## src/rtl/pc_ctrl_unit.sv

```systemverilog
// Program-counter controller: holds the PC, picks the next PC from
// jump / branch / sequential increment, and gates updates through a
// RUN / HALT / STEP debug FSM. Retired updates are counted (saturating).
module pc_ctrl_unit #(
   parameter int unsigned        WIDTH      = 32,
   parameter logic [WIDTH-1:0]   RESET_VEC  = '0,
   parameter int unsigned        INC        = 4,
   parameter int unsigned        ALIGN_BITS = 2,
   parameter int unsigned        CNT_WIDTH  = 32
) (
   input  logic                 clk,
   input  logic                 rst,
   input  logic                 stall,
   input  logic                 halt,
   input  logic                 cont,
   input  logic                 step,
   input  logic                 br_taken,
   input  logic [WIDTH-1:0]     br_target,
   input  logic                 jmp_en,
   input  logic [WIDTH-1:0]     jmp_target,
   output logic [WIDTH-1:0]     pc,
   output logic [WIDTH-1:0]     pc_next,
   output logic                 halted,
   output logic                 misalign_err,
   output logic [CNT_WIDTH-1:0] retire_cnt
);

   typedef enum logic [1:0] {
      RUN  = 2'd0,
      HALT = 2'd1,
      STEP = 2'd2
   } state_t;

   // Low bits a taken target must have clear; zero-width alignment gives an empty mask.
   localparam logic [WIDTH-1:0] AMASK = (WIDTH'(1) << ALIGN_BITS) - WIDTH'(1);

   state_t           state, state_nxt;
   logic [WIDTH-1:0] tgt;
   logic             tgt_sel;
   logic             tgt_mis;
   logic             upd_en;

   // Next-PC select: jump beats branch beats sequential; targets are forced aligned.
   always_comb begin
      tgt     = '0;
      tgt_sel = 1'b0;
      pc_next = pc + WIDTH'(INC);
      if (jmp_en) begin
         tgt     = jmp_target;
         tgt_sel = 1'b1;
      end else if (br_taken) begin
         tgt     = br_target;
         tgt_sel = 1'b1;
      end
      tgt_mis = tgt_sel && ((tgt & AMASK) != '0);
      if (tgt_sel)
         pc_next = tgt & ~AMASK;
   end

   // Commit enable: free-running in RUN unless halting, one shot in STEP.
   always_comb begin
      upd_en = ((state == RUN) && !halt && !stall) ||
               ((state == STEP) && !stall);
   end

   // FSM next state; in HALT a simultaneous cont and step resolves to cont.
   always_comb begin
      state_nxt = state;
      case (state)
         RUN:     if (halt)       state_nxt = HALT;
         HALT:    if (cont)       state_nxt = RUN;
                  else if (step)  state_nxt = STEP;
         STEP:    if (!stall)     state_nxt = HALT;
         default:                 state_nxt = RUN;
      endcase
   end

   // State register and the registered halted flag.
   always_ff @(posedge clk or negedge rst) begin
      if (!rst) begin
         state  <= RUN;
         halted <= 1'b0;
      end else begin
         state  <= state_nxt;
         halted <= (state_nxt != RUN);
      end
   end

   // PC register and misalignment pulse, both gated by the commit enable.
   always_ff @(posedge clk or negedge rst) begin
      if (!rst) begin
         pc           <= RESET_VEC;
         misalign_err <= 1'b0;
      end else begin
         misalign_err <= upd_en && tgt_mis;
         if (upd_en)
            pc <= pc_next;
      end
   end

   // Retire counter: one per committed update, sticks at all-ones.
   always_ff @(posedge clk or negedge rst) begin
      if (!rst)
         retire_cnt <= '0;
      else if (upd_en && (retire_cnt != '1))
         retire_cnt <= retire_cnt + CNT_WIDTH'(1);
   end

endmodule

```

## config.mk

```make
export PLATFORM = sky130hd
export DESIGN_NAME = pc_ctrl_unit
export DESIGN_NICKNAME = d
export VERILOG_FILES = /design/src/rtl/pc_ctrl_unit.sv
export SDC_FILE = /design/constraint.sdc
export NUM_CORES = 1
export LEC_CHECK = 0
export BUFFER_PORTS_ARGS = -buffer_cell sky130_fd_sc_hd__buf_2
export CAP_MARGIN = 20
export CORE_MARGIN = 10
export CORE_UTILIZATION = 45
export DETAILED_ROUTE_END_ITERATION = 7
export PLACE_DENSITY = 0.75
export SLEW_MARGIN = 30
export SYNTH_ARGS = -nofsm -noshare
export SYNTH_HDL_FRONTEND = slang
export SYNTH_SLANG_ARGS = --single-unit
```

## constraint.sdc

```tcl
create_clock -name clk -period 3.3 [get_ports clk]
set_input_delay 0.165 -clock clk [delete_from_list [all_inputs] [get_ports clk]]
set_output_delay 0.165 -clock clk [all_outputs]
set_load 0.02 [all_outputs]
```

# Word-level counts from Yosys, hierarchy flattened
# Cells that the tools add are included.
dict set report op_classes {
  n_mux 10
  addsub 2
  reduce_logical 12
  n_eq_ne 3
}
# op n
set op_table {}
lappend op_table {{two-way mux 32 bit} 3}
lappend op_table {{adder 32 x 1 -> 32 bit (second input constant)} 1}
lappend op_table {{adder 32 x 3 -> 32 bit (second input constant)} 1}
lappend op_table {{!= test 32 bit (second input constant)} 1}
lappend op_table {{nonzero test 32 bit} 1}
lappend op_table {{two-way mux 2 bit} 4}
lappend op_table {{logical AND 1 bit} 6}
lappend op_table {{one-hot mux 2 bit (3 select lines)} 1}
lappend op_table {{equality test 2 x 1 -> 1 bit (second input constant)} 1}
lappend op_table {{equality test 2 bit (second input constant)} 1}
lappend op_table {{logical NOT 1 bit} 2}
lappend op_table {{logical NOT 2 bit} 1}
lappend op_table {{two-way mux 1 bit} 2}
lappend op_table {{nonzero test 2 bit} 1}
lappend op_table {{logical OR 1 bit} 1}
dict set report word_totals {
  in_bits 72
  regBits 68
}

# Longest topological paths before layout
# Gate-level depths: netlist of the first run.
dict set report logic_depth {
  ltp_word 5
  ltp_mapped 7
  depth_no_buf 6
}

# Least setup slack after synthesis of the first run
# No wires, ideal clock.
dict set report synth_timing {
  kind {register to register}
  from {register pc[2]}
  to {register pc[16]}
  setup_slack_ps 946
  path_stages_with_launch 7
  arrival_time_ps 2286
  required_ps 3232
  period_less_slack_ps 2354
  setup_ps 68
  path_buffers 0
  cell_sequence {dfrtp_1 > ha_1 > nand4_1 > nor4_1 > xnor2_1 > o21ai_0 > mux2_2}
}
dict set report synth_between {
  elab_chain_cells 2
}
# item line
set synth_lines {}
lappend synth_lines {{start, declared} 21} ;# output logic [WIDTH-1:0] pc,
lappend synth_lines {{start signal, assigned} 97} ;# pc <= pc_next;
lappend synth_lines {{adder 32 x 3 -> 32 bit} 47} ;# pc_next = pc + WIDTH'(INC);
lappend synth_lines {{two-way mux 32 bit} 56} ;# if (tgt_sel)
lappend synth_lines {{named net pc_next[16]} 22} ;# output logic [WIDTH-1:0] pc_next,
# The timed path passes the listed nets, and every way through them passes these cells.
# A chain may end at the register's enable or synchronous reset.

# Final worst setup path of the first run
dict set report layout_timing {
  from {register pc[2]}
  to {output port pc_next[22]}
}
dict set report layout_between {
  elab_chain_cells 2
}
# item line
set layout_lines {}
lappend layout_lines {{adder 32 x 3 -> 32 bit} 47}
lappend layout_lines {{two-way mux 32 bit} 56}
lappend layout_lines {{end, declared} 22}
# Every way passes these cells.

==> tab_implementation.tex, run 1 <==
\begin{tabular}{lr}
\hline
Metric & Value \\
\hline
\multicolumn{2}{l}{\textbf{Run status}} \\
Run status & complete, no violations \\
\multicolumn{2}{l}{\textbf{Power}} \\
Pwr per Cell Area & 648 nW/µm² \\
Post-route total power & 3.60 mW \\
VDD IR-drop max & 261 µV \\
Reported leakage power & 2.64 nW \\
\multicolumn{2}{l}{\textbf{GRT}} \\
First-pass GRT wire length & 24100 µm \\
Global-route usage over all layers & 20.7\% \\
Antenna violations before repair & 0 \\
Sum of overflow across all layers after global routing & 0 \\
Pin count of the biggest net entering global routing & 41 \\
Via count of the first global-routing pass & 4550 \\
\multicolumn{2}{l}{\textbf{Synth}} \\
Cell with the most instances after synthesis & sky130\_fd\_sc\_hd\_\_dfrtp\_1 \\
Leading register cell type out of synthesis & sky130\_fd\_sc\_hd\_\_dfrtp\_1 \\
Unique cell type count in the Yosys netlist & 56 \\
Top cells by area, synth & sky130\_fd\_sc\_hd\_\_dfrtp\_1 (39\%), sky130\_fd\_sc\_hd\_\_xor2\_1 (6.9\%), sky130\_fd\_sc\_hd\_\_xnor2\_1 (4.2\%), sky130\_fd\_sc\_hd\_\_nand2\_1 (3.9\%), sky130\_fd\_sc\_hd\_\_o21ai\_0 (3.7\%) \\
Gate count after technology mapping & 492 \\
Number of enable-type register cells in the synthesized netlist & 0 \\
Mean post-synth cell area & 8.81 µm² \\
Top cell type's share of synthesized area & 39.3\% \\
Syn Nets & 566 \\
Asr flop ratio synth & 100\% \\
Number of synthesis warnings & 0 \\
Top cell type by total area after synthesis & sky130\_fd\_sc\_hd\_\_dfrtp\_1 \\
Sequential element share of the synthesized area & 39.3\% \\
Post-synth design cell area & 4330 µm² \\
Most numerous cell types in the synthesized netlist & sky130\_fd\_sc\_hd\_\_dfrtp\_1 (68), sky130\_fd\_sc\_hd\_\_nand2\_1 (45), sky130\_fd\_sc\_hd\_\_nor2\_1 (38) \\
Number of synthesized register bits & 68 \\
\multicolumn{2}{l}{\textbf{Routing}} \\
Routed via count divided by cell count & 5.72 \\
Number of nets with antenna violations after routing & 0 \\
Drt first-iter violations & 364 \\
Routed wire per std cell & 19.0 µm \\
DRT Wirelength & 15000 µm \\
Initial DRT Pass Iterations & 5 \\
Vias after detailed routing & 4509 \\
DRC errors left & 0 \\
\multicolumn{2}{l}{\textbf{Floorplanning}} \\
Die Width & 118 µm \\
Area enclosed by the die boundary & 14000 µm² \\
Vertical extent of the die & 118 µm \\
Ports placed on the boundary & 170 \\
Cell row count & 35 \\
Core footprint & 9330 µm² \\
Initial cell density of the core & 46.5\% \\
\multicolumn{2}{l}{\textbf{STA}} \\
Endpoints failing hold & 0 \\
Crit path setup slack, layout & 0.334 ns \\
Worst slew margin relative to its limit & 43.1\% \\
Setup TNS after final layout & 0 ns \\
Clock period minus final worst setup slack & 2.97 ns \\
Worst Max-Slew Pin Slew & 0.846 ns \\
Fin crit share & 89.9\% \\
Peak Freq & 337 MHz \\
RSZ-0062 raised after global routing & no \\
Max Slew Vio Count & 0 \\
Setup violations, final & 0 \\
Worst clock skew & 0.00862 ns \\
\multicolumn{2}{l}{\textbf{Clock network}} \\
CTS tree & built \\
Hold Buf Count CTS & 1 \\
CTS Buffer Depth & 2 \\
Number of sinks driven by the clock tree & 68 \\
Maximum level of the CTS H-tree & 3 \\
Num CTS Buffers & 9 \\
CTS resizes & 0 \\
Clock transition at the register clock pins on the worst setup and hold paths after CTS & 0.08 ns \\
Setup Buffers After CTS & 0 \\
Clock insertion delay at the later pin of the skew report & 0.34 ns \\
Clock tree root buffer cell & sky130\_fd\_sc\_hd\_\_clkbuf\_8 \\
\multicolumn{2}{l}{\textbf{Setup path}} \\
Critical path peak fanout & 7 \\
Required time at the endpoint of the critical path & 3.13 ns \\
Class of the most critical setup path & reg2out \\
Crit end category & output pin \\
WP data arrival & 2.80 ns \\
Type of element launching the critical path & register \\
\multicolumn{2}{l}{\textbf{Placed design}} \\
Detailed-placement wirelength estimate & 11300 µm \\
Weighted congestion reported at the end of routability-driven placement & 0.886 \\
Cell area reported after detailed placement & 5290 µm² \\
Worst slack at placement & 0.713 ns \\
Port-buffer cells & 169 \\
\multicolumn{2}{l}{\textbf{Finish}} \\
Area of all placed cells without fillers & 5560 µm² \\
Number of diodes & 0 \\
\# nets final & 728 \\
Syn-to-layout area delta & 28.2\% \\
Layout cells sized above 1 & 33.1\% \\
\multicolumn{2}{l}{\textbf{Flow run}} \\
Number of max-cap violations & 0 \\
\multicolumn{2}{l}{\textbf{Worst hold path}} \\
Min-Delay Path Class & in2reg \\
\hline
\end{tabular}
-- power breakdown --
part	internal, mW	switching [mW]
clock network	0.523	0.342
registers	1.03	0.367
logic	0.513	0.830
total	2.06	1.54
-- cell usage in the layout (no fill, tap or decap), types with 4 or more instances in the layout --
cell and instances:
sky130_fd_sc_hd__buf_4 8, sky130_fd_sc_hd__nor3_1 21, sky130_fd_sc_hd__nor4_1 8, sky130_fd_sc_hd__nand2_1 45, sky130_fd_sc_hd__and3_1 7, sky130_fd_sc_hd__inv_1 10, sky130_fd_sc_hd__xor2_1 34, sky130_fd_sc_hd__o21ai_0 32
sky130_fd_sc_hd__nand3_1 21, sky130_fd_sc_hd__a22oi_1 11, sky130_fd_sc_hd__clkbuf_8 10, sky130_fd_sc_hd__xnor2_1 21, sky130_fd_sc_hd__o22a_1 4, sky130_fd_sc_hd__o211ai_1 5, sky130_fd_sc_hd__o22ai_1 8, sky130_fd_sc_hd__and2_1 5
sky130_fd_sc_hd__dfrtp_1 68, sky130_fd_sc_hd__nor2_1 37, sky130_fd_sc_hd__and4_1 6, sky130_fd_sc_hd__or2_2 5, sky130_fd_sc_hd__nand4_1 19, sky130_fd_sc_hd__buf_2 168, sky130_fd_sc_hd__a21boi_0 4, sky130_fd_sc_hd__a31oi_1 8
sky130_fd_sc_hd__a21oi_1 28, sky130_fd_sc_hd__mux2_2 11
-- path summary, 6_finish.rpt --
path / startpoint / end / slack (ns) / cells after the start
worst min-delay path: jmp_target[1] / misalign_err / 0.06 / 2
worst max-delay path: pc[2] / pc_next[22] / 0.33 / 7
worst max register to register: pc[2] / pc[16] / 0.82 / 6
worst min register to register: retire_cnt[25] / retire_cnt[25] / 0.50 / 1
max in group asynchronous: rst / retire_cnt[28] / 2.16 / 3
min in group asynchronous: rst / pc[23] / 0.35 / 2
-- metrics by stage --
stage	hold slack (ns)	std cells	util [%]
after floorplan	-0.131	492	-
after global placement	0.359	771	56.8
after detailed placement	0.362	771	56.8
after CTS	0.0496	788	59.5
after global routing	0.0360	788	59.6
final	0.0575	788	59.6
-- flip-flops by register name (all words and copies together) (netlist names) --
| name | cells |
|---|---|
| state | 2 |
| misalign_err | 1 |
| halted | 1 |
| pc | 32 |
| retire_cnt | 32 |
-- layout make-up --
type / count / area [µm²]
timing repair buffer: 177 / 911
fill: 828 / 3770
sequential: 68 / 1700
clock inverter: 6 / 111
inverter: 12 / 45.0
tap: 129 / 161
clock buffer: 10 / 138
multi-input combinational: 386 / 2490
-- per-layer routing --
metal | GRT usage (%) | wire length [µm] | part of all wire (%) | up-vias
met5 | 0 | 0 | 0 | -
met4 | 6.80 | 195 | 1.3 | 0
met3 | 6.95 | 1410 | 9.4 | 14
met2 | 33.7 | 7290 | 49 | 211
met1 | 25.0 | 6080 | 41 | 2163
li1 | - | - | - | 2121
-- cells by family (layout without fill, tap and decap cells) --
group | Yosys count | count (layout) | synth area share [%]
simple gates | 195 | 195 | 24.6
mux | 14 | 14 | 3.55
flops | 68 | 68 | 39.3
xor+xnor | 55 | 55 | 11.1
compound gates | 120 | 120 | 17.5
fa+ha+maj | 2 | 2 | 0.577
buf+inv | 38 | 205 | 3.38
-- worst max-delay path, cell delays in order (launching register included) --
cell and delay, ns:
sky130_fd_sc_hd__dfrtp_1 0.44, sky130_fd_sc_hd__ha_1 0.24, sky130_fd_sc_hd__nand4_1 0.24, sky130_fd_sc_hd__nor4_1 0.81
sky130_fd_sc_hd__and3_1 0.33, sky130_fd_sc_hd__xnor2_1 0.08, sky130_fd_sc_hd__a21oi_1 0.13, sky130_fd_sc_hd__buf_2 0.17
(Power assumes the default switching activity.)
==> run 2: changes to the inputs <==
--- a/config.mk
+++ b/config.mk
@@ -5,7 +5,7 @@
 export SDC_FILE = /design/constraint.sdc
 export NUM_CORES = 1
 export LEC_CHECK = 0
-export BUFFER_PORTS_ARGS = -buffer_cell sky130_fd_sc_hd__buf_2
+export BUFFER_PORTS_ARGS = -buffer_cell sky130_fd_sc_hd__clkbuf_2
 export CAP_MARGIN = 20
 export CORE_MARGIN = 10
 export CORE_UTILIZATION = 45
==> tab_implementation.tex, run 2 (synthesis gave the netlist of run 1 again) <==
\begin{tabular}{lr}
\hline
Metric & Value \\
\hline
\multicolumn{2}{l}{\textbf{Floorplanning}} \\
Initial cell density of the core & 46.5\% (unchanged) \\
Cell row count & 35 (unchanged) \\
Core footprint & 9330 µm² (unchanged) \\
Die Width & 118 µm (unchanged) \\
Ports placed on the boundary & 170 (unchanged) \\
Vertical extent of the die & 118 µm (unchanged) \\
Area enclosed by the die boundary & 14000 µm² (unchanged) \\
\multicolumn{2}{l}{\textbf{GRT}} \\
Pin count of the biggest net entering global routing & 41 (unchanged) \\
Sum of overflow across all layers after global routing & 0 (unchanged) \\
Global-route usage over all layers & 20.3\% (-0.42 points) \\
Antenna violations before repair & 0 (unchanged) \\
Via count of the first global-routing pass & 4613 (+1.4\%) \\
First-pass GRT wire length & 23600 µm (-1.8\%) \\
\multicolumn{2}{l}{\textbf{Placed design}} \\
Port-buffer cells & 169 (unchanged) \\
Weighted congestion reported at the end of routability-driven placement & 0.896 (+1.1\%) \\
Detailed-placement wirelength estimate & 11500 µm (+2.2\%) \\
Cell area reported after detailed placement & 5290 µm² (unchanged) \\
Worst slack at placement & 0.668 ns (-0.0454 ns) \\
\multicolumn{2}{l}{\textbf{Routing}} \\
Number of nets with antenna violations after routing & 0 (unchanged) \\
Routed wire per std cell & 18.9 µm (-0.37\%) \\
Drt first-iter violations & 277 (-24\%) \\
Vias after detailed routing & 4533 (+0.53\%) \\
DRC errors left & 0 (unchanged) \\
Routed via count divided by cell count & 5.76 (+0.66\%) \\
Initial DRT Pass Iterations & 5 (unchanged) \\
DRT Wirelength & 14900 µm (-0.49\%) \\
\multicolumn{2}{l}{\textbf{Setup path}} \\
WP data arrival & 2.83 ns (+0.03 ns) \\
Critical Path Slowest Stage Cell & sky130\_fd\_sc\_hd\_\_nor4\_1 \\
Class of the most critical setup path & reg2out \\
Series of cell instances along the critical path & ha\_1, nand4\_1, nor4\_1, and3\_1, xnor2\_1, a21oi\_1, clkbuf\_2 \\
Required time at the endpoint of the critical path & 3.13 ns (about the same) \\
Delay of the slowest cell on the worst path & 0.81 ns (about the same) \\
Crit end category & output pin \\
Number of buffer and inverter instances along the worst setup path & 1 (unchanged) \\
Worst path top cell family by delay & simple AND/OR/NAND/NOR gates \\
Type of element launching the critical path & register \\
Critical path peak fanout & 7 (unchanged) \\
\multicolumn{2}{l}{\textbf{STA}} \\
Worst Max-Slew Pin Slew & 0.853 ns (+0.00677 ns) \\
RSZ-0062 raised after global routing & no \\
Fin crit share & 90.8\% (+0.95 points) \\
Clock period minus final worst setup slack & 3.00 ns (+0.0313 ns) \\
Crit path setup slack, layout & 0.303 ns (-0.0313 ns) \\
Endpoints failing hold & 0 (unchanged) \\
Worst slew margin relative to its limit & 42.6\% (-0.46 points) \\
Hold WS & 0.0651 ns (+0.00760 ns) \\
Setup violations, final & 0 (unchanged) \\
Setup TNS after final layout & 0 ns (unchanged) \\
Max Slew Vio Count & 0 (unchanged) \\
Worst clock skew & 0.0102 ns (+0.00158 ns) \\
Peak Freq & 334 MHz (-1.0\%) \\
\multicolumn{2}{l}{\textbf{Run status}} \\
Run status & complete, no violations \\
\multicolumn{2}{l}{\textbf{Power}} \\
Pwr per Cell Area & 613 nW/µm² (-5.4\%) \\
Reported leakage power & 2.61 nW (-1.0\%) \\
VDD IR-drop max & 232 µV (-11\%) \\
\multicolumn{2}{l}{\textbf{Finish}} \\
Share of the core filled with cells in the final layout & 58.7\% (-0.86 points) \\
Area of all placed cells without fillers & 5480 µm² (-1.4\%) \\
Number of diodes & 0 (unchanged) \\
Syn-to-layout area delta & 26.4\% \\
Most frequent standard cell in the layout excluding fill and tap cells & sky130\_fd\_sc\_hd\_\_clkbuf\_2 \\
Biggest registers after layout & pc: 32 flops, retire\_cnt: 32 flops, state: 2 flops \\
Leading cell types in the layout, fill and taps excluded & sky130\_fd\_sc\_hd\_\_clkbuf\_2 (168), sky130\_fd\_sc\_hd\_\_dfrtp\_1 (68), sky130\_fd\_sc\_hd\_\_nand2\_1 (45) \\
\# nets final & 728 (unchanged) \\
Number of fill cells & 886 (+7.0\%) \\
Layout cells sized above 1 & 32.7\% (-0.41 points) \\
\multicolumn{2}{l}{\textbf{Clock network}} \\
Clock insertion delay at the later pin of the skew report & 0.34 ns (about the same) \\
Hold Buf Count CTS & 1 (unchanged) \\
Setup Buffers After CTS & 0 (unchanged) \\
Number of sinks driven by the clock tree & 68 (unchanged) \\
CTS Buffer Depth & 2 (unchanged) \\
CTS resizes & 0 (unchanged) \\
Clock tree root buffer cell & sky130\_fd\_sc\_hd\_\_clkbuf\_8 \\
Num CTS Buffers & 9 (unchanged) \\
Maximum level of the CTS H-tree & 3 (unchanged) \\
CTS tree & built \\
Clock transition at the register clock pins on the worst setup and hold paths after CTS & 0.08 ns (about the same) \\
\multicolumn{2}{l}{\textbf{Worst hold path}} \\
Min-Delay Path Class & in2reg \\
\multicolumn{2}{l}{\textbf{Flow run}} \\
Number of max-cap violations & 0 (unchanged) \\
\hline
\end{tabular}
-- run 2: cell count changes in the layout (fill, tap and decap cells not counted), moves of 2 or more --
cell	before	now
sky130_fd_sc_hd__clkbuf_1	0	2
sky130_fd_sc_hd__clkbuf_2	0	168
sky130_fd_sc_hd__bufinv_16	3	0
sky130_fd_sc_hd__buf_2	168	0
-- run 2: metrics by stage --
step                std cells  power, mW
floorplan                 492       2.20
global placement          771       2.71
detailed placement        771       2.75
CTS                       787       3.38
global route              787       3.55
finish                    787       3.36
-- run 2: power breakdown --
part           switching, mW  internal, mW  leakage, nW
Sequential             0.371          1.03        0.846
Clock                  0.318         0.309       0.0893
Combinational          0.826         0.509         1.68
Total                   1.51          1.84         2.61
-- run 2: worst register-to-register path: stages, from the launching register on --
cell and delay [ns]:
sky130_fd_sc_hd__dfrtp_1 0.45, sky130_fd_sc_hd__ha_1 0.26, sky130_fd_sc_hd__nand4_1 0.23, sky130_fd_sc_hd__nor4_1 0.81
sky130_fd_sc_hd__xnor2_1 0.19, sky130_fd_sc_hd__o21ai_0 0.17, sky130_fd_sc_hd__mux2_2 0.31
-- run 2: final timing paths --
path / endpoint / depth (start not counted) / startpoint / slack [ns]
worst max-delay path: pc_next[22] / 7 / pc[2] / 0.30
worst min-delay path: misalign_err / 2 / jmp_target[1] / 0.07
worst max register to register: pc[16] / 6 / pc[2] / 0.77
worst min register to register: retire_cnt[25] / 1 / retire_cnt[25] / 0.50
max in group asynchronous: retire_cnt[15] / 3 / rst / 2.15
min in group asynchronous: pc[23] / 2 / rst / 0.34
-- run 2: metal layers --
metal	vias to the layer above	part of all wire [%]	track usage, %
met5	-	0	0
met3	23	8.9	6.43
met2	229	48	34.6
li1	2121	-	-
met4	0	2.3	7.26
met1	2160	41	23.2
-- run 2: area by class of cell --
cell class                 count  area (µm²)  area share (%)
clock buffer                  13         159            2.90
clock inverter                 2        10.0           0.183
inverter                      12        45.0           0.823
multi-input combinational    386        2490            45.4
sequential                    68        1700            31.1
tap                          129         161            2.95
timing repair buffer         177         911            16.6
